$ cat config.mk
export PLATFORM = sky130hd
export DESIGN_NAME = dco_tune_ctrl
export DESIGN_NICKNAME = d
export VERILOG_FILES = /design/src/rtl/dco_ctrl_pkg.sv /design/src/rtl/dco_tc_dsm.sv /design/src/rtl/dco_tune_ctrl.sv
export SDC_FILE = /design/constraint.sdc
export NUM_CORES = 1
export LEC_CHECK = 0
export ABC_AREA = 1
export CELL_PAD_IN_SITES_DETAIL_PLACEMENT = 0
export CELL_PAD_IN_SITES_GLOBAL_PLACEMENT = 2
export CORE_ASPECT_RATIO = 0.5
export CORE_UTILIZATION = 30
export CTS_BUF_LIST = sky130_fd_sc_hd__clkbuf_16
export CTS_CLUSTER_DIAMETER = 40
export DETAILED_ROUTE_END_ITERATION = 8
export GPL_TIMING_DRIVEN = 0
export PLACE_DENSITY = 0.77
export SYNTH_ARGS = -nofsm -noshare
export SYNTH_HDL_FRONTEND = slang
export SYNTH_SLANG_ARGS = --single-unit
export TNS_END_PERCENT = 20
$ cat constraint.sdc
create_clock -name CLK -period 1.55 [get_ports CLK]
set_input_delay 0.31 -clock CLK [delete_from_list [all_inputs] [get_ports CLK]]
set_output_delay 0.31 -clock CLK [all_outputs]
set_load 0.02 [all_outputs]
$ cat src/rtl/dco_ctrl_pkg.sv
// dco_ctrl_pkg
// Shared types and constants for the DCO tuning controller: calibration
// state encoding, reset/mid codes and default bus widths.
package dco_ctrl_pkg;

  localparam int DCTRL_W_DEF    = 9;
  localparam int TC_W_DEF       = 4;
  localparam int FRAC_W_DEF     = 8;
  localparam int SETTLE_CYC_DEF = 16;

  // Mid-scale starting points: the coarse SAR trial begins with only the
  // MSB set, the tracking bank sits at half range until the loop takes over.
  localparam int DCTRL_MID = 256;
  localparam int TC_MID    = 8;

  typedef enum logic [1:0] {
    IDLE     = 2'd0,
    SETTLE   = 2'd1,
    WAIT_CMP = 2'd2,
    TRACK    = 2'd3
  } dco_cal_state_t;

endpackage

$ cat src/rtl/dco_tc_dsm.sv
// dco_tc_dsm
// First-order delta-sigma modulator for the fractional part of the tracking
// word. Each enabled cycle the fraction is added to an accumulator; the carry
// out becomes the registered dither bit, so the mean of the bit equals
// frac / 2^FRAC_W.
// Ports:
//   CLK, NRST : clock, async active-low reset
//   en        : accumulate this cycle (hold otherwise)
//   clr       : synchronous clear of accumulator and output (wins over en)
//   frac      : FRAC_W-bit fraction
//   carry     : registered dither bit
module dco_tc_dsm
  import dco_ctrl_pkg::*;
#(
  parameter int FRAC_W = FRAC_W_DEF
) (
  input  logic              CLK,
  input  logic              NRST,
  input  logic              en,
  input  logic              clr,
  input  logic [FRAC_W-1:0] frac,
  output logic              carry
);

  logic [FRAC_W-1:0] acc_q, acc_d;
  logic              carry_q, carry_d;

  always_comb begin
    acc_d   = acc_q;
    carry_d = carry_q;
    if (clr) begin
      acc_d   = '0;
      carry_d = 1'b0;
    end else if (en) begin
      {carry_d, acc_d} = {1'b0, acc_q} + {1'b0, frac};
    end
  end

  always_ff @(posedge CLK or negedge NRST) begin
    if (!NRST) begin
      acc_q   <= '0;
      carry_q <= 1'b0;
    end else begin
      acc_q   <= acc_d;
      carry_q <= carry_d;
    end
  end

  assign carry = carry_q;

endmodule

$ cat src/rtl/dco_tune_ctrl.sv
// dco_tune_ctrl
// DCO digital tuning controller. A calibration request runs a binary
// (successive-approximation) search of the coarse bank driven by a
// frequency-comparator sign, then the block enters tracking where the
// loop-filter word is split into an integer tracking code and a first-order
// delta-sigma dither bit.
// Ports:
//   CLK, NRST            : reference clock, async active-low reset
//   CAL_START            : one-cycle pulse, (re)starts calibration from any state
//   FERR_VALID/FERR_FAST : comparator strobe and sign (1 = DCO too fast)
//   LF_VALID/LF_WORD     : loop-filter strobe and unsigned Q(TC_W).(FRAC_W) word
//   DCTRL                : coarse bank code
//   DCTRLTC              : tracking bank integer code
//   DCTRLTCDSM           : dither unit, same weight as one DCTRLTC LSB
//   CAL_DONE             : high in TRACK
//   BUSY                 : high while searching (SETTLE / WAIT_CMP)
module dco_tune_ctrl
  import dco_ctrl_pkg::*;
#(
  parameter int DCTRL_W    = DCTRL_W_DEF,
  parameter int TC_W       = TC_W_DEF,
  parameter int FRAC_W     = FRAC_W_DEF,
  parameter int SETTLE_CYC = SETTLE_CYC_DEF
) (
  input  logic                   CLK,
  input  logic                   NRST,
  input  logic                   CAL_START,
  input  logic                   FERR_VALID,
  input  logic                   FERR_FAST,
  input  logic                   LF_VALID,
  input  logic [TC_W+FRAC_W-1:0] LF_WORD,
  output logic [DCTRL_W-1:0]     DCTRL,
  output logic [TC_W-1:0]        DCTRLTC,
  output logic                   DCTRLTCDSM,
  output logic                   CAL_DONE,
  output logic                   BUSY
);

  localparam int PTR_W = (DCTRL_W > 1) ? $clog2(DCTRL_W) : 1;
  localparam int CNT_W = $clog2(SETTLE_CYC + 1);

  localparam logic [DCTRL_W-1:0] DCTRL_RST  = DCTRL_W'(DCTRL_MID);
  localparam logic [TC_W-1:0]    TC_RST     = TC_W'(TC_MID);
  localparam logic [PTR_W-1:0]   PTR_MSB    = PTR_W'(DCTRL_W - 1);
  localparam logic [CNT_W-1:0]   CNT_LAST   = CNT_W'(SETTLE_CYC - 1);

  dco_cal_state_t      state_q, state_d;
  logic [DCTRL_W-1:0]  dctrl_q, dctrl_d;
  logic [PTR_W-1:0]    ptr_q, ptr_d;
  logic [CNT_W-1:0]    cnt_q, cnt_d;
  logic [TC_W-1:0]     tc_q, tc_d;
  logic [FRAC_W-1:0]   frac_q, frac_d;
  logic                cal_done_q, cal_done_d;
  logic                busy_q, busy_d;
  logic                dsm_en, dsm_clr;

  always_comb begin
    state_d = state_q;
    dctrl_d = dctrl_q;
    ptr_d   = ptr_q;
    cnt_d   = cnt_q;
    tc_d    = tc_q;
    frac_d  = frac_q;
    dsm_clr = 1'b0;

    // A calibration request overrides whatever strobe arrives with it.
    if (CAL_START) begin
      state_d = SETTLE;
      dctrl_d = DCTRL_RST;
      ptr_d   = PTR_MSB;
      cnt_d   = '0;
      tc_d    = TC_RST;
      frac_d  = '0;
      dsm_clr = 1'b1;
    end else begin
      case (state_q)
        IDLE: ;
        SETTLE: begin
          cnt_d = cnt_q + CNT_W'(1);
          if (cnt_q == CNT_LAST) state_d = WAIT_CMP;
        end
        WAIT_CMP: begin
          if (FERR_VALID) begin
            // Too fast: the trial bit overshoots, drop it.
            if (FERR_FAST) dctrl_d[ptr_q] = 1'b0;
            if (ptr_q != '0) begin
              dctrl_d[ptr_q - PTR_W'(1)] = 1'b1;
              ptr_d   = ptr_q - PTR_W'(1);
              cnt_d   = '0;
              state_d = SETTLE;
            end else begin
              state_d = TRACK;
            end
          end
        end
        TRACK: begin
          if (LF_VALID) begin
            tc_d   = LF_WORD[TC_W+FRAC_W-1:FRAC_W];
            frac_d = LF_WORD[FRAC_W-1:0];
          end
        end
        default: state_d = IDLE;
      endcase
    end

    // Status flags follow the next state so they switch on the same edge
    // as the state itself while still coming straight from flops.
    cal_done_d = (state_d == TRACK);
    busy_d     = (state_d == SETTLE) || (state_d == WAIT_CMP);
  end

  always_ff @(posedge CLK or negedge NRST) begin
    if (!NRST) begin
      state_q    <= IDLE;
      dctrl_q    <= DCTRL_RST;
      ptr_q      <= PTR_MSB;
      cnt_q      <= '0;
      tc_q       <= TC_RST;
      frac_q     <= '0;
      cal_done_q <= 1'b0;
      busy_q     <= 1'b0;
    end else begin
      state_q    <= state_d;
      dctrl_q    <= dctrl_d;
      ptr_q      <= ptr_d;
      cnt_q      <= cnt_d;
      tc_q       <= tc_d;
      frac_q     <= frac_d;
      cal_done_q <= cal_done_d;
      busy_q     <= busy_d;
    end
  end

  // The modulator sees the registered fraction, so a new LF word shows up
  // on the dither bit one edge after it lands in DCTRLTC.
  assign dsm_en = (state_q == TRACK) && !CAL_START;

  dco_tc_dsm #(.FRAC_W(FRAC_W)) u_dsm (
    .CLK   (CLK),
    .NRST  (NRST),
    .en    (dsm_en),
    .clr   (dsm_clr),
    .frac  (frac_q),
    .carry (DCTRLTCDSM)
  );

  assign DCTRL    = dctrl_q;
  assign DCTRLTC  = tc_q;
  assign CAL_DONE = cal_done_q;
  assign BUSY     = busy_q;

endmodule
==> Word-level counts from Yosys, hierarchy flattened <==
Cells that the tools add are included.
{ "classes": {"addsub": 3, "mul": 0, "div_mod_pow": 0, "n_lt_le_gt_ge": 4, "eq_ne": 9, "shifts": 0, "n_mux": 36, "bitwise_logic": 3, "reduce_logical": 17} }
{ "op_table": {"columns": ["cell", "count"], "rows": [
  ["2-to-1 mux 9 bit", 8],
  ["2-to-1 mux 8 bit", 5],
  ["2-to-1 mux 4 bit", 7],
  ["2-to-1 mux 5 bit", 3],
  ["nonzero test 2 bit", 6],
  ["< comparator 4 x 5 -> 1 bit, second input constant", 2],
  ["one-hot mux 5 bit (2 select lines)", 1],
  ["adder 8 x 8 -> 9 bit", 1],
  ["AND 9 bit", 1],
  ["inverter 9 bit", 1],
  ["OR 9 bit", 1],
  ["demux 1 bit (select 4 bit)", 2],
  ["equality test 2 bit, second input constant", 4],
  [">= comparator 4 x 1 -> 1 bit, second input constant", 2],
  ["2-to-1 mux 2 bit", 4],
  ["inequality test 3 bit, second input constant", 2],
  ["AND reduction 3 bit", 2],
  ["adder 5 x 1 -> 5 bit, second input constant", 1],
  ["equality test 5 x 4 -> 1 bit, second input constant", 1],
  ["2-to-1 mux 1 bit", 5],
  ["equality test 2 x 1 -> 1 bit, second input constant", 2],
  ["one-hot mux 2 bit (2 select lines)", 1],
  ["AND reduction 2 bit", 2],
  ["nonzero test 4 bit", 1],
  ["other kinds (5)", 7]
]} }
{ "word_totals": {"ff_bits": 43, "latch_bits": 0, "mem_bits_rw": 0, "rom_bits": 0, "input_bits": 18, "wordCells": 82, "mem_count": 0} }

==> Logic depth before layout (Yosys ltp) <==
Gate-level depths: netlist of the first run.
{ "logic_depth": {"word_depth": 15, "ltp_mapped": 9, "ltp_nobuf": 9} }

==> Modules after synthesis <==
A second synthesis of the first run with hierarchy kept.
{ "unflattened": {"hier_cells": 290, "area_unflattened_um2": 2514.9} }
{ "modules_own_cells": {"columns": ["mod", "n_inst", "cells_each", "area_per_inst_um2"], "rows": [
  ["dco_tune_ctrl", 1, 201, 1801.7],
  ["dco_tc_dsm", 1, 89, 713.2]
]} }

==> Worst setup path after synthesis of the first run <==
OpenSTA, ideal clock, no wires.
{ "synth_timing": {"path_kind": "reg-to-reg", "from": "register cnt_q[0]", "to": "register busy_q (netlist: BUSY)", "setup_ns": 0.126, "arrival_time_ns": 1.493, "t_required_ns": 1.424, "path_slack_ns": -0.069, "path_stages_with_launch": 8, "path_cell_list": "dfrtp_1 -> ha_1 -> and3_1 -> ha_1 -> o21ai_0 -> nand2_1 -> a21oi_1 -> ha_1"} }
{ "synth_via": {"elab_chain_len": 6} }
{ "synth_lines": {"columns": ["item", "line", "source"], "rows": [
  ["from (decl)", "dco_tune_ctrl.sv:50", "logic [CNT_W-1:0] cnt_q, cnt_d;"],
  ["from (signal assigned)", "dco_tune_ctrl.sv:126", "cnt_q <= cnt_d;"],
  ["equality test 5 x 4 -> 1 bit (*)", "dco_tune_ctrl.sv:80", "if (cnt_q == CNT_LAST) state_d = WAIT_CMP;"],
  ["2-to-1 mux 2 bit (*)", "dco_tune_ctrl.sv:80", null],
  ["one-hot mux 2 bit (2 select lines) (*)", "dco_tune_ctrl.sv:76", "case (state_q)"],
  ["2-to-1 mux 2 bit (*)", "dco_tune_ctrl.sv:67", "if (CAL_START) begin"],
  ["net state_d[0]", "dco_tune_ctrl.sv:47", "dco_cal_state_t state_q, state_d;"],
  ["equality test 2 x 1 -> 1 bit / equality test 2 bit (equally long branches)", "dco_tune_ctrl.sv:109", "busy_d = (state_d == SETTLE) || (state_d == WAIT_CMP);"],
  ["logical OR 1 bit (*)", "dco_tune_ctrl.sv:109", null],
  ["net busy_d", "dco_tune_ctrl.sv:54", "logic busy_q, busy_d;"],
  ["to (signal assigned)", "dco_tune_ctrl.sv:130", "busy_q <= busy_d;"],
  ["to (decl)", "dco_tune_ctrl.sv:54", null]
]} }
The timed path passes the listed nets; every way through them passes the cells marked *.
A chain may end at the register's enable or synchronous reset.

==> Final worst setup path of the first run <==
{ "layout_timing": {"from": "register cnt_q[1]", "to": "register busy_q (netlist: BUSY)"} }
The elaborated chain is that of the path after synthesis.

==> metrics.yaml, run 1 <==
status:
  status: "finished, violations left"
  violations: "negative setup slack"
critical_path:
  worstPathRequired_ns: 1.71
  path_max_fanout: 2
  rr_worst_depth: 7
  start_kind: "flip-flop"
  critical_path_class: "flip-flop to flip-flop"
  reg2reg_to: "BUSY"
  cp.arrival_ns: 1.74
  crit-reg2reg-launch: "cnt_q[1]"
  r2r_slack_ns: -0.03
  slowest_delay_ns: 0.38
  crit_chain: "ha_2 > and3_4 > ha_4 > o21ai_2 > nand2_1 > a21oi_2 > ha_1"
  crit_path_top_delay_cell: "dfrtp_1"
  critPathCaptureType: "flip-flop"
clock_network:
  clock_latency_ns: 0.28
  cts_buffers: 5
  clk_path_buf_depth: 2
  path_clk_slew_ns: 0.06
  cts_tree: "built"
  htree_num_levels: 2
  numClockSinks: 43
  ctsRootBufferMaster: "clkbuf_16"
min_path:
  min_path_type: "primary input to async pin"
die:
  die_x_um: 128
  start_util_pct: 31.6
  row_count: 22
  die_height_um: 64.8
  boundaryPins: 34
  core_region_area_sq_um: 7490
  die_area_sq_um: 8260
sta:
  hold_viol_final: 0
  fmax_mhz: 634
  period_minus_slack_ns: 1.58
  setup_violations: 1
  relSlewSlack_pct: 77.7
  post-route-period-util_pct: 102
  rsz0062_at_grt: "true"
  drv_slew: 0
  setup_slack_ns: -0.0275
  fin_skew_ns: 0.00353
  worst_pin_slew_ns: 0.334
pwr:
  p_leak_nw: 1.61
  power.total_mw: 3.30
  ir_drop_v: 0.000398
  p_per_area_nw_per_um2: 1060
route:
  drc: 0
  vias_per_cell: 4.56
  drtIter0Drc: 66
  wl_um: 5170
  dr_total_vias: 1879
  ant_nets: 0
  drt_pass1_iterations: 4
  post_drt_wl_per_cell_um: 12.6
finish:
  drive_gt1_share_pct: 18.4
  syn2layout_area_growth_pct: 31.1
  mostFrequentLayoutCells: "53 x nand2_1, 39 x dfrtp_1, 25 x inv_1"
  fin_nets: 343
  layout_commonest_cell: "nand2_1"
  num-fill-cells: 762
  design_area_sq_um: 3100
  utilization_pct: 41.4
  diodes: 0
global_routing:
  antenna_found_initial: 0
  grt_first_pass_wirelength_um: 8940
  grt_pass1_vias: 1845
  track_usage_pct: 14.0
  grt_overflow_total: 0
  grt_max_degree: 35
placement:
  placed_cell_area_sq_um: 2850
  place_hpwl_um: 3810
  place_ws_ns: -0.351
  gp_congestion: 0.759
  port_buffers: 33
logic_synthesis:
  synth_cells: 257
  ys_seq_area_share_pct: 45.7
  synth_nets: 297
  synth.yosys.warnings: 0
  syn_area_per_cell_sq_um: 9.20
  ys_ff_latch: 43
  synth.distinct_cells: 34
  synth_area_sq_um: 2360
run:
  maxCapViolations: 0
## flip-flops by register name, indices dropped and copies added, names as in the netlist
signal,cells
BUSY,1
state_q,2
CAL_DONE,1
DCTRL,9
u_dsm.acc_q,8
frac_q,8
cnt_q,5
DCTRLTC,4
u_dsm.carry,1
ptr_q,4
## cell families (layout without fill, tap and decap cells)
logic type	Yosys count	in the layout	share of synthesized area (%)
flops	43	43	45.7
fa+ha+maj	22	22	12.0
buf+inv	34	81	6.14
xor+xnor	4	4	1.80
compound gates	56	56	15.6
simple gates	98	98	18.9
## synthesized netlist by cell type (all sizes together)
library cell / n / area (sq um)
nand2: 58 / 235
dfrtp: 40 / 1000
inv: 30 / 113
ha: 21 / 263
nand3: 20 / 105
o21ai: 20 / 100
nor2: 15 / 76.3
a22o: 13 / 116
a21oi: 9 / 48.8
o211ai: 8 / 60.1
buf: 4 / 32.5
a211oi: 3 / 22.5
dfstp: 3 / 78.8
xor2: 3 / 33.8
nor3: 2 / 10.0
a21o: 1 / 7.51
a31oi: 1 / 6.26
and3: 1 / 6.26
fa: 1 / 20.0
nand3b: 1 / 7.51
nand4: 1 / 6.26
o22ai: 1 / 6.26
xnor2: 1 / 8.76
## worst max-delay path, delay by kind of cell (launching register included)
family                     cells  cell delay, ns
DFF                            1            0.38
AOI/OAI and AO/OA              2            0.25
and+or+nand+nor                2            0.25
adders and majority gates      3            0.58
## how the worst max path moves through the flow
stage	start	endpoint	slack [ns]	cells past startpoint
5_1_grt	cnt_q[1]	BUSY	-0.15	7
3_3_place_gp	NRST	u_dsm.acc_q[7]	-1.02	1
2_1_floorplan	cnt_q[0]	BUSY	0.001	6
3_5_place_dp	CAL_START	BUSY	-0.35	5
6_report	cnt_q[1]	BUSY	-0.03	7
4_1_cts	cnt_q[1]	BUSY	-0.04	7
## stage by stage
| step | hold slack, ns | std cells | TNS [ns] |
|---|---|---|---|
| floorplan | 0.0144 | 257 | 0 |
| global placement | 0.459 | 398 | -46.97 |
| detailed placement | 0.201 | 399 | -4.72 |
| CTS | 0.432 | 410 | -0.0951 |
| global route | 0.469 | 412 | -0.660 |
| finish | 0.435 | 412 | -0.0275 |
## cell type report
cell class	count	area [sq um]	share of cell area [%]
plain buffers	4	41.3	1.33
clock buffers	5	125	4.04
clock inverters	3	12.5	0.404
inverters	30	113	3.63
multi-input cells	180	1210	39.0
flip-flops and latches	43	1080	34.9
well taps	108	135	4.36
repair buffers	39	382	12.3
## routing by layer
metal | global-route usage, % | up-vias | wire length (um)
met5 | 0 | - | 0
met4 | 4.02 | 0 | 45
met3 | 3.80 | 5 | 124
met2 | 22.9 | 13 | 2430
met1 | 18.3 | 895 | 2580
li1 | - | 966 | -
## power breakdown
part / switching, mW / total [mW] / internal [mW]
Sequential: 0.104 / 1.37 / 1.27
Combinational: 0.551 / 0.933 / 0.382
Clock: 0.408 / 0.990 / 0.582
Total: 1.06 / 3.30 / 2.23
## repair_timing
| action | 4_1_cts | 5_1_grt |
|---|---|---|
| gates cloned | 0 | 0 |
| setup endpoints to repair | 19 | 39 |
| buffers inserted | 2 | 2 |
| gates resized for setup | 22 | 20 |
| hold buffers | 1 | 0 |
| pin swaps | 5 | 1 |
| endpoints found under the hold margin | 8 | 0 |
No activity file was read; power rests on OpenSTA's default activity.
==> run 2: changes to the inputs <==
Settings changed: CORE_MARGIN set to 8, TNS_END_PERCENT 20 to 50.
==> run 2 against run 1 <==
  * The run still ends with negative setup slack left
  * Sequential cell count is the same
  * Final cell count grew 1.9%
  * Sequential share of layout area shrank 0.50 points
  * Register-to-register slack lost 0.03 ns
  * Via count grew 1.8%
  * Combinational power grew 7%
  * Total power grew 3.1%
  * Worst hold slack lost 0.0085 ns
  * Critical endpoint unchanged
  * Largest cell class unchanged
==> metrics.yaml, run 2 (synthesis gave the netlist of run 1 again) <==
status:
  status: "finished, violations left"
  violations: "negative setup slack"
placement:
  place_hpwl_um: 4190
  placed_cell_area_sq_um: 2860
  gp_congestion: 0.766
  place_ws_ns: -0.376
  port_buffers: 33
sta:
  setup_violations: 1
  post-route-period-util_pct: 104
  fin_skew_ns: 0.00750
  worst_pin_slew_ns: 0.327
  setup_slack_ns: -0.0658
  period_minus_slack_ns: 1.62
  hold_ws_ns: 0.427
  relSlewSlack_pct: 78.1
  hold_viol_final: 0
  fmax_mhz: 619
  rsz0062_at_grt: "true"
  drv_slew: 0
route:
  vias_per_cell: 4.55
  dr_total_vias: 1913
  post_drt_wl_per_cell_um: 13.6
  wl_um: 5700
  drtIter0Drc: 92
  drc: 0
  drt_pass1_iterations: 4
  ant_nets: 0
global_routing:
  busiest_layer: "met2"
  antenna_found_initial: 0
  grt_pass1_vias: 1964
  met3_usage_pct: 2.33
  grt_first_pass_wirelength_um: 9400
  track_usage_pct: 10.4
  grt_max_degree: 35
  grt_util_met1_pct: 12.6
  grt_overflow_total: 0
  grt_use_met2_pct: 18.0
critical_path:
  cp_top_family: "buffers and inverters"
  crit_path_top_delay_cell: "clkdlybuf4s50_1"
  slowest_delay_ns: 0.57
  path_max_fanout: 10
  cp.arrival_ns: 1.78
  critical_path_class: "primary input to flip-flop"
  start_kind: "primary input"
  critPathBufInv: 3
  critPathCaptureType: "flip-flop"
  crit_chain: "clkdlybuf4s50_1 > buf_6 > inv_2 > o21ai_0 > a31oi_2 > ha_1"
  worstPathRequired_ns: 1.71
clock_network:
  ctsRootBufferMaster: "clkbuf_16"
  cts_tree: "built"
  cts_buffers: 5
  htree_num_levels: 2
  numClockSinks: 43
  clk_path_buf_depth: 2
  path_clk_slew_ns: 0.06
  clock_latency_ns: 0.29
die:
  die_x_um: 142
  die_area_sq_um: 11200
  die_height_um: 78.8
  boundaryPins: 34
  start_util_pct: 30.2
  row_count: 23
  core_region_area_sq_um: 7830
pwr:
  p_leak_nw: 1.58
  seq_power_share_pct: 40.6
  p_int_mw: 2.28
  p_switching_mw: 1.12
  ir_drop_v: 0.000422
  p_per_area_nw_per_um2: 1080
  pwr-share-comb_pct: 29.5
  power.total_mw: 3.40
  swShare_pct: 33.0
  clock_power_share_pct: 29.8
min_path:
  min_path_type: "primary input to async pin"
finish:
  mostFrequentLayoutCells: "54 x nand2_1, 37 x dfrtp_1, 24 x inv_1"
  layout_commonest_cell: "nand2_1"
  design_area_sq_um: 3150
  drive_gt1_share_pct: 21.1
  num-fill-cells: 818
  largest_reg_flops: 9
  fin_nets: 347
  syn2layout_area_growth_pct: 33.3
  diodes: 0
run:
  maxCapViolations: 0
-- run 2: cell types whose count changed in the layout (fill, tap and decap cells not counted), sizes merged --
cell,change
buf,+5
dlygate4sd2,+3
dlymetal6s2s,-2
clkbuf,-1
clkdlybuf4s50,-1
clkinv,+1
inv,-1
-- run 2: power groups by stage --
stage | combinational (mW) | sequential (mW) | clock (mW)
after floorplan | 0.535 | 1.42 | 0
after global placement | 0.872 | 1.38 | 0
after detailed placement | 0.902 | 1.39 | 0
after CTS | 0.894 | 1.37 | 1.05
after global routing | 1.12 | 1.40 | 1.10
final | 1.00 | 1.38 | 1.01
-- run 2: path summary, 6_finish.rpt --
kind,from,endpoint,slack [ns],depth (start not counted)
max,CAL_START,BUSY,-0.07,6
min,NRST,ptr_q[0],0.43,2
max reg2reg,cnt_q[1],BUSY,-0.06,7
min reg2reg,DCTRLTC[3],DCTRLTC[3],0.47,2
max in group asynchronous,NRST,DCTRLTC[3],0.60,3
min in group CLK,DCTRLTC[3],DCTRLTC[3],0.47,2
-- run 2: area by class of cell --
class | count | area, sq um | share of cell area, %
Timing Repair Buffer | 43 | 403 | 12.8
Clock buffer | 5 | 125 | 3.97
Multi-Input combinational cell | 180 | 1240 | 39.2
Inverter | 30 | 113 | 3.57
Clock inverter | 3 | 12.5 | 0.397
Tap cell | 112 | 140 | 4.45
Sequential cell | 43 | 1080 | 34.4
Buffer | 4 | 38.8 | 1.23
-- run 2: per-layer routing --
| metal | part of all wire, % | vias to the layer above |
|---|---|---|
| li1 | - | 969 |
| met1 | 46 | 924 |
| met2 | 50 | 13 |
| met3 | 2.4 | 7 |
| met4 | 1.2 | 0 |
| met5 | 0 | - |
-- run 2: through the flow --
stage / TNS, ns / util [%] / cells
floorplan: 0 / - / 257
global placement: -47.47 / 36.3 / 402
detailed placement: -5.11 / 36.5 / 403
CTS: -0.160 / 38.4 / 413
global route: -0.205 / 40.3 / 420
finish: -0.0658 / 40.3 / 420
-- run 2: repair_timing --
action / 4_1_cts / 5_1_grt
pin swaps: 1 / 6
hold endpoints to repair: 8 / 0
setup buffers: 1 / 7
hold buffers: 1 / 0
endpoints found under the setup margin: 32 / 34
gates cloned: 0 / 0
gates resized for setup: 21 / 27
==> run 3: changes to the inputs <==
Clock period 1.55 ns to 1.3 ns, I/O delays scaled along.
==> run 3 against run 2 <==
  * The run still ends with negative setup slack left
  * Sequential share of layout area fell by 4.2 points
  * Clock power rose by 21%
  * Final area rose by 14%
  * Register-to-register slack got worse by 0.30 ns
  * First-iteration DRC count fell by 1.1%
  * Non-clock buffer count rose by 20
==> metrics.yaml, run 3 (synthesis gave the netlist of run 1 again) <==
critical_path:
  start_kind: "flip-flop"
  critPathCaptureType: "flip-flop"
  critical_path_class: "flip-flop to flip-flop"
  crit_path_top_delay_cell: "dfrtp_1"
  slowest_delay_ns: 0.38
  path_max_fanout: 2
  crit_chain: "ha_2 > and3_4 > ha_4 > o21ai_2 > nand2_1 > a21oi_2 > ha_1"
  critPathBufInv: 0
  worstPathRequired_ns: 1.47
  cp_top_family: "adder cells"
  cp.arrival_ns: 1.83
global_routing:
  antenna_found_initial: 0
  grt_pass1_vias: 2097
  grt_first_pass_wirelength_um: 10200
  grt_overflow_total: 0
  grt_max_degree: 35
  track_usage_pct: 11.4
clock_network:
  path_clk_slew_ns: 0.06
  htree_num_levels: 2
  numClockSinks: 43
  cts_buffers: 5
  cts_tree: "built"
  clock_latency_ns: 0.29
  ctsRootBufferMaster: "clkbuf_16"
  clk_path_buf_depth: 2
route:
  ant_nets: 0
  dr_total_vias: 2031
  drt_pass1_iterations: 4
  m1WireLength_um: 2750
  wl_met2_um: 3240
  vias_per_cell: 4.62
  route.met3.wl_um: 129
  drtIter0Drc: 91
  post_drt_wl_per_cell_um: 14.2
  wl_um: 6250
  drc: 0
  highest-signal-layer: "met4"
die:
  row_count: 23
  core_region_area_sq_um: 7830
  die_area_sq_um: 11200
  start_util_pct: 30.2
  boundaryPins: 34
  die_height_um: 78.8
  die_x_um: 142
sta:
  setup_slack_ns: -0.364
  relSlewSlack_pct: 72.9
  post-route-period-util_pct: 128
  fmax_mhz: 601
  worst_pin_slew_ns: 0.407
  hold_ws_ns: 0.382
  period_minus_slack_ns: 1.66
  hold_viol_final: 0
  setup_violations: 40
  rsz0062_at_grt: "true"
  fin_skew_ns: 0.00440
  drv_slew: 0
finish:
  mostFrequentLayoutCells: "48 x nand2_1, 38 x dfrtp_1, 20 x inv_1"
  fin_cells: 440
  diodes: 0
  design_area_sq_um: 3590
  drive_gt1_share_pct: 35.7
  utilization_pct: 45.8
  layout_commonest_cell: "nand2_1"
  fin_nets: 367
  largest_reg_flops: 9
  syn2layout_area_growth_pct: 51.7
  num-fill-cells: 756
placement:
  place_hpwl_um: 4150
  port_buffers: 33
  place_ws_ns: -0.562
  dp_cells: 403
  gp_congestion: 0.764
  placed_cell_area_sq_um: 2890
pwr:
  p_leak_nw: 1.72
  p_per_area_nw_per_um2: 1290
  ir_drop_v: 0.000588
run:
  maxCapViolations: 0
status:
  status: "finished, violations left"
  violations: "negative setup slack"
min_path:
  min_path_type: "primary input to async pin"
-- run 3: metrics by stage --
stage / setup TNS (ns) / power (mW)
floorplan: -0.448 / 2.34
global placement: -65.64 / 2.70
detailed placement: -13.79 / 2.74
CTS: -2.72 / 4.18
global route: -9.05 / 4.92
finish: -6.13 / 4.65
-- run 3: final cells by class --
cell class / count / area [sq um] / area share [%]
clock inverter: 3 / 12.5 / 0.349
tap: 112 / 140 / 3.91
sequential: 43 / 1080 / 30.2
timing repair buffer: 63 / 591 / 16.5
clock buffer: 5 / 125 / 3.49
inverter: 30 / 123 / 3.42
buffer: 4 / 45.0 / 1.26
multi-input combinational: 180 / 1470 / 41.0
-- run 3: metal layers --
| metal | vias up | GRT usage [%] |
|---|---|---|
| met4 | 0 | 4.14 |
| met1 | 994 | 13.8 |
| li1 | 1009 | - |
| met2 | 16 | 19.9 |
| met3 | 12 | 2.21 |
| met5 | - | 0 |
-- run 3: path summary, 6_finish.rpt --
path	start	to	slack, ns	cells after the start
worst max-delay path	cnt_q[1]	BUSY	-0.36	7
worst min-delay path	NRST	ptr_q[0]	0.38	2
worst max register to register	cnt_q[1]	BUSY	-0.36	7
worst min register to register	DCTRLTC[3]	DCTRLTC[3]	0.47	2
max in group asynchronous	NRST	DCTRLTC[3]	0.39	3
min in group CLK	DCTRLTC[3]	DCTRLTC[3]	0.47	2
-- run 3: repair_timing --
item / in CTS / in global routing
buffers inserted: 7 / 19
hold endpoints to repair: 8 / 0
gates resized for setup: 58 / 63
endpoints found under the setup margin: 58 / 43
hold buffers: 1 / 0
pin swaps: 7 / 26
gates cloned: 2 / 0
-- run 3: worst register-to-register path: stages (launching register included) --
cell	delay, ns
dfrtp_1	0.38
ha_2	0.19
and3_4	0.18
ha_4	0.15
o21ai_2	0.10
nand2_1	0.08
a21oi_2	0.20
ha_1	0.26
-- run 3: report_power, final --
group          internal [mW]  switching [mW]  leakage (nW)  total (mW)
Combinational          0.848           0.921          1.07        1.77
Sequential              1.51           0.142         0.576        1.65
Clock                  0.695           0.528        0.0762        1.22
==> edit (config.mk and constraints of run 2) <==
Change the package constant `SETTLE_CYC_DEF` from 16 to 32.
--- a/src/rtl/dco_ctrl_pkg.sv
+++ b/src/rtl/dco_ctrl_pkg.sv
@@ -6,7 +6,7 @@
   localparam int DCTRL_W_DEF    = 9;
   localparam int TC_W_DEF       = 4;
   localparam int FRAC_W_DEF     = 8;
-  localparam int SETTLE_CYC_DEF = 16;
+  localparam int SETTLE_CYC_DEF = 32;
 
   // Mid-scale starting points: the coarse SAR trial begins with only the
   // MSB set, the tracking bank sits at half range until the loop takes over.
Function: no difference found for any inputs over 10 cycles, from zero or initial values and one cycle with NRST low; that may be too few to reach the edited logic, so the function may still have changed.
==> edit against run 2 <==
  * Non-clock buffer count up 2
  * Clock skew decreased by 0.86 ps
  * Setup slack improved by 100 ps
  * Sequential cell count grew 1
  * Area after synthesis up 5.7%
  * Wire length is 11% higher
  * Design area is 5.1% higher
  * Critical path type is now flip-flop to primary output
  * Highest routed layer unchanged
Power is not compared: it rests on default switching activity, and its combinational part moved more than twofold at a synthesized area within 25%.
==> edit: results (changes against run 2) <==
status=completed; Critical Path Max Stage Delay=600 ps (+30 ps); port buffer count=32 (-3.0%); #FFs+latches synth=44 (+2.3%); number of non-clock buffers=49 (+4.3%); DR vias/cell=4.62 (+1.5%); Design Area, Final=0.00331 mm2 (+5.1%); dpl hpwl=4.54 mm (+8.4%); nets=377 (+8.6%); met3 routed WL=151 um (+12%); Hold Crit Depth=3; Worst EP arrival=1200 ps (-580 ps); metal2 WL=3.00 mm (+5.3%); syn_nets=326 (+9.8%); ranking of synthesized cells by area=dfrtp_1, nand2_1, ha_1; Reg area=0.00110 mm2 (+2.0%); area occupied by multi-input gates=0.00136 mm2 (+9.7%); Iter 0 DRT Violations=104 (+13%); first-pass GRT wire length=10.7 mm (+14%); Routed WL=6.32 mm (+11%); all-layer global routing usage=11.3% (+0.95 points); dpl cells=432 (+7.2%); multi-input gate count=205 (+14%); crit-path max FO=1 (-9); met3 Use GR=2.63% (+0.30 points); yosys warns=0 (unchanged); Non-clk invs=33 (+10%); Non-Filler Instances=451 (+7.4%); reg-to-reg slack, setup=70 ps (+130 ps); Worst Tran Pin Value=332 ps (+5.31 ps); Final Wtd Congestion=0.835 (+9.1%); Max VDD drop=0.392 mV; worst min path class=input port to flip-flop; GR Util met1=13.5% (+0.92 points); Area after DPL=0.00297 mm2 (+4.1%); register area share after synthesis=44.2% (-1.4 points); n_diodes=0 (unchanged); ys async rst share=100% (unchanged); Layout Skew=6.64 ps (-0.859 ps); Leak=0.00165 uW; Critical Path Source=CAL_DONE; CP endpoint=CAL_DONE; Netlist cell types=32 (-5.9%); cells after synthesis=287 (+12%); synth cell count leaders=nand2_1, dfrtp_1, inv_1; Data buffer area share=13.4% (-0.60 points); r2r startpoint=state_q[0]; Met1 Wirelength=3.05 mm (+16%); f_max=0.662 GHz (+6.9%); clock-pin slew on the worst setup and hold paths=60 ps (about the same); ClkCell Share=4.16% (-0.21 points); layout cells sized above 1=19.8% (-1.3 points); Hold Worst Slack=294 ps (-132 ps); met2 global-route usage=19.8% (+1.7 points); Place WS=-237 ps (+139 ps); number of global-route vias before repair=2,171 (+11%); fill cell count=817 (-0.12%); Worst Reg-to-Reg Cells=7 (unchanged)
-- edit: changes by cell type in the layout (fill, tap and decap cells not counted), sizes merged, moves of 2 or more --
cell and delta:
nand4 +6, a211oi -3, nand2 +22, xor2 -2
dlymetal6s2s -2, buf +3, nor3 -2, a21oi +2
inv +4
-- edit: kinds of logic (layout without fill, tap and decap cells) --
group | Yosys count | after routing | share of synthesized area [%]
compound gates | 57 | 57 | 15.3
xor+xnor | 3 | 3 | 1.05
fa+ha+maj | 21 | 21 | 10.8
buf+inv | 38 | 90 | 6.41
flops | 44 | 44 | 44.2
simple gates | 124 | 124 | 22.2
-- edit: timing repair --
item / in CTS / in global routing
hold endpoints to repair: 8 / 0
pin swaps: 2 / 4
hold buffers: 1 / 0
gates resized for setup: 26 / 26
endpoints found under the setup margin: 32 / 25
setup buffers: 4 / 6
-- edit: power breakdown --
group / switching, uW / internal (uW)
Combinational: 161 / 111
Sequential: 24.2 / 1180
Clock: 444 / 583
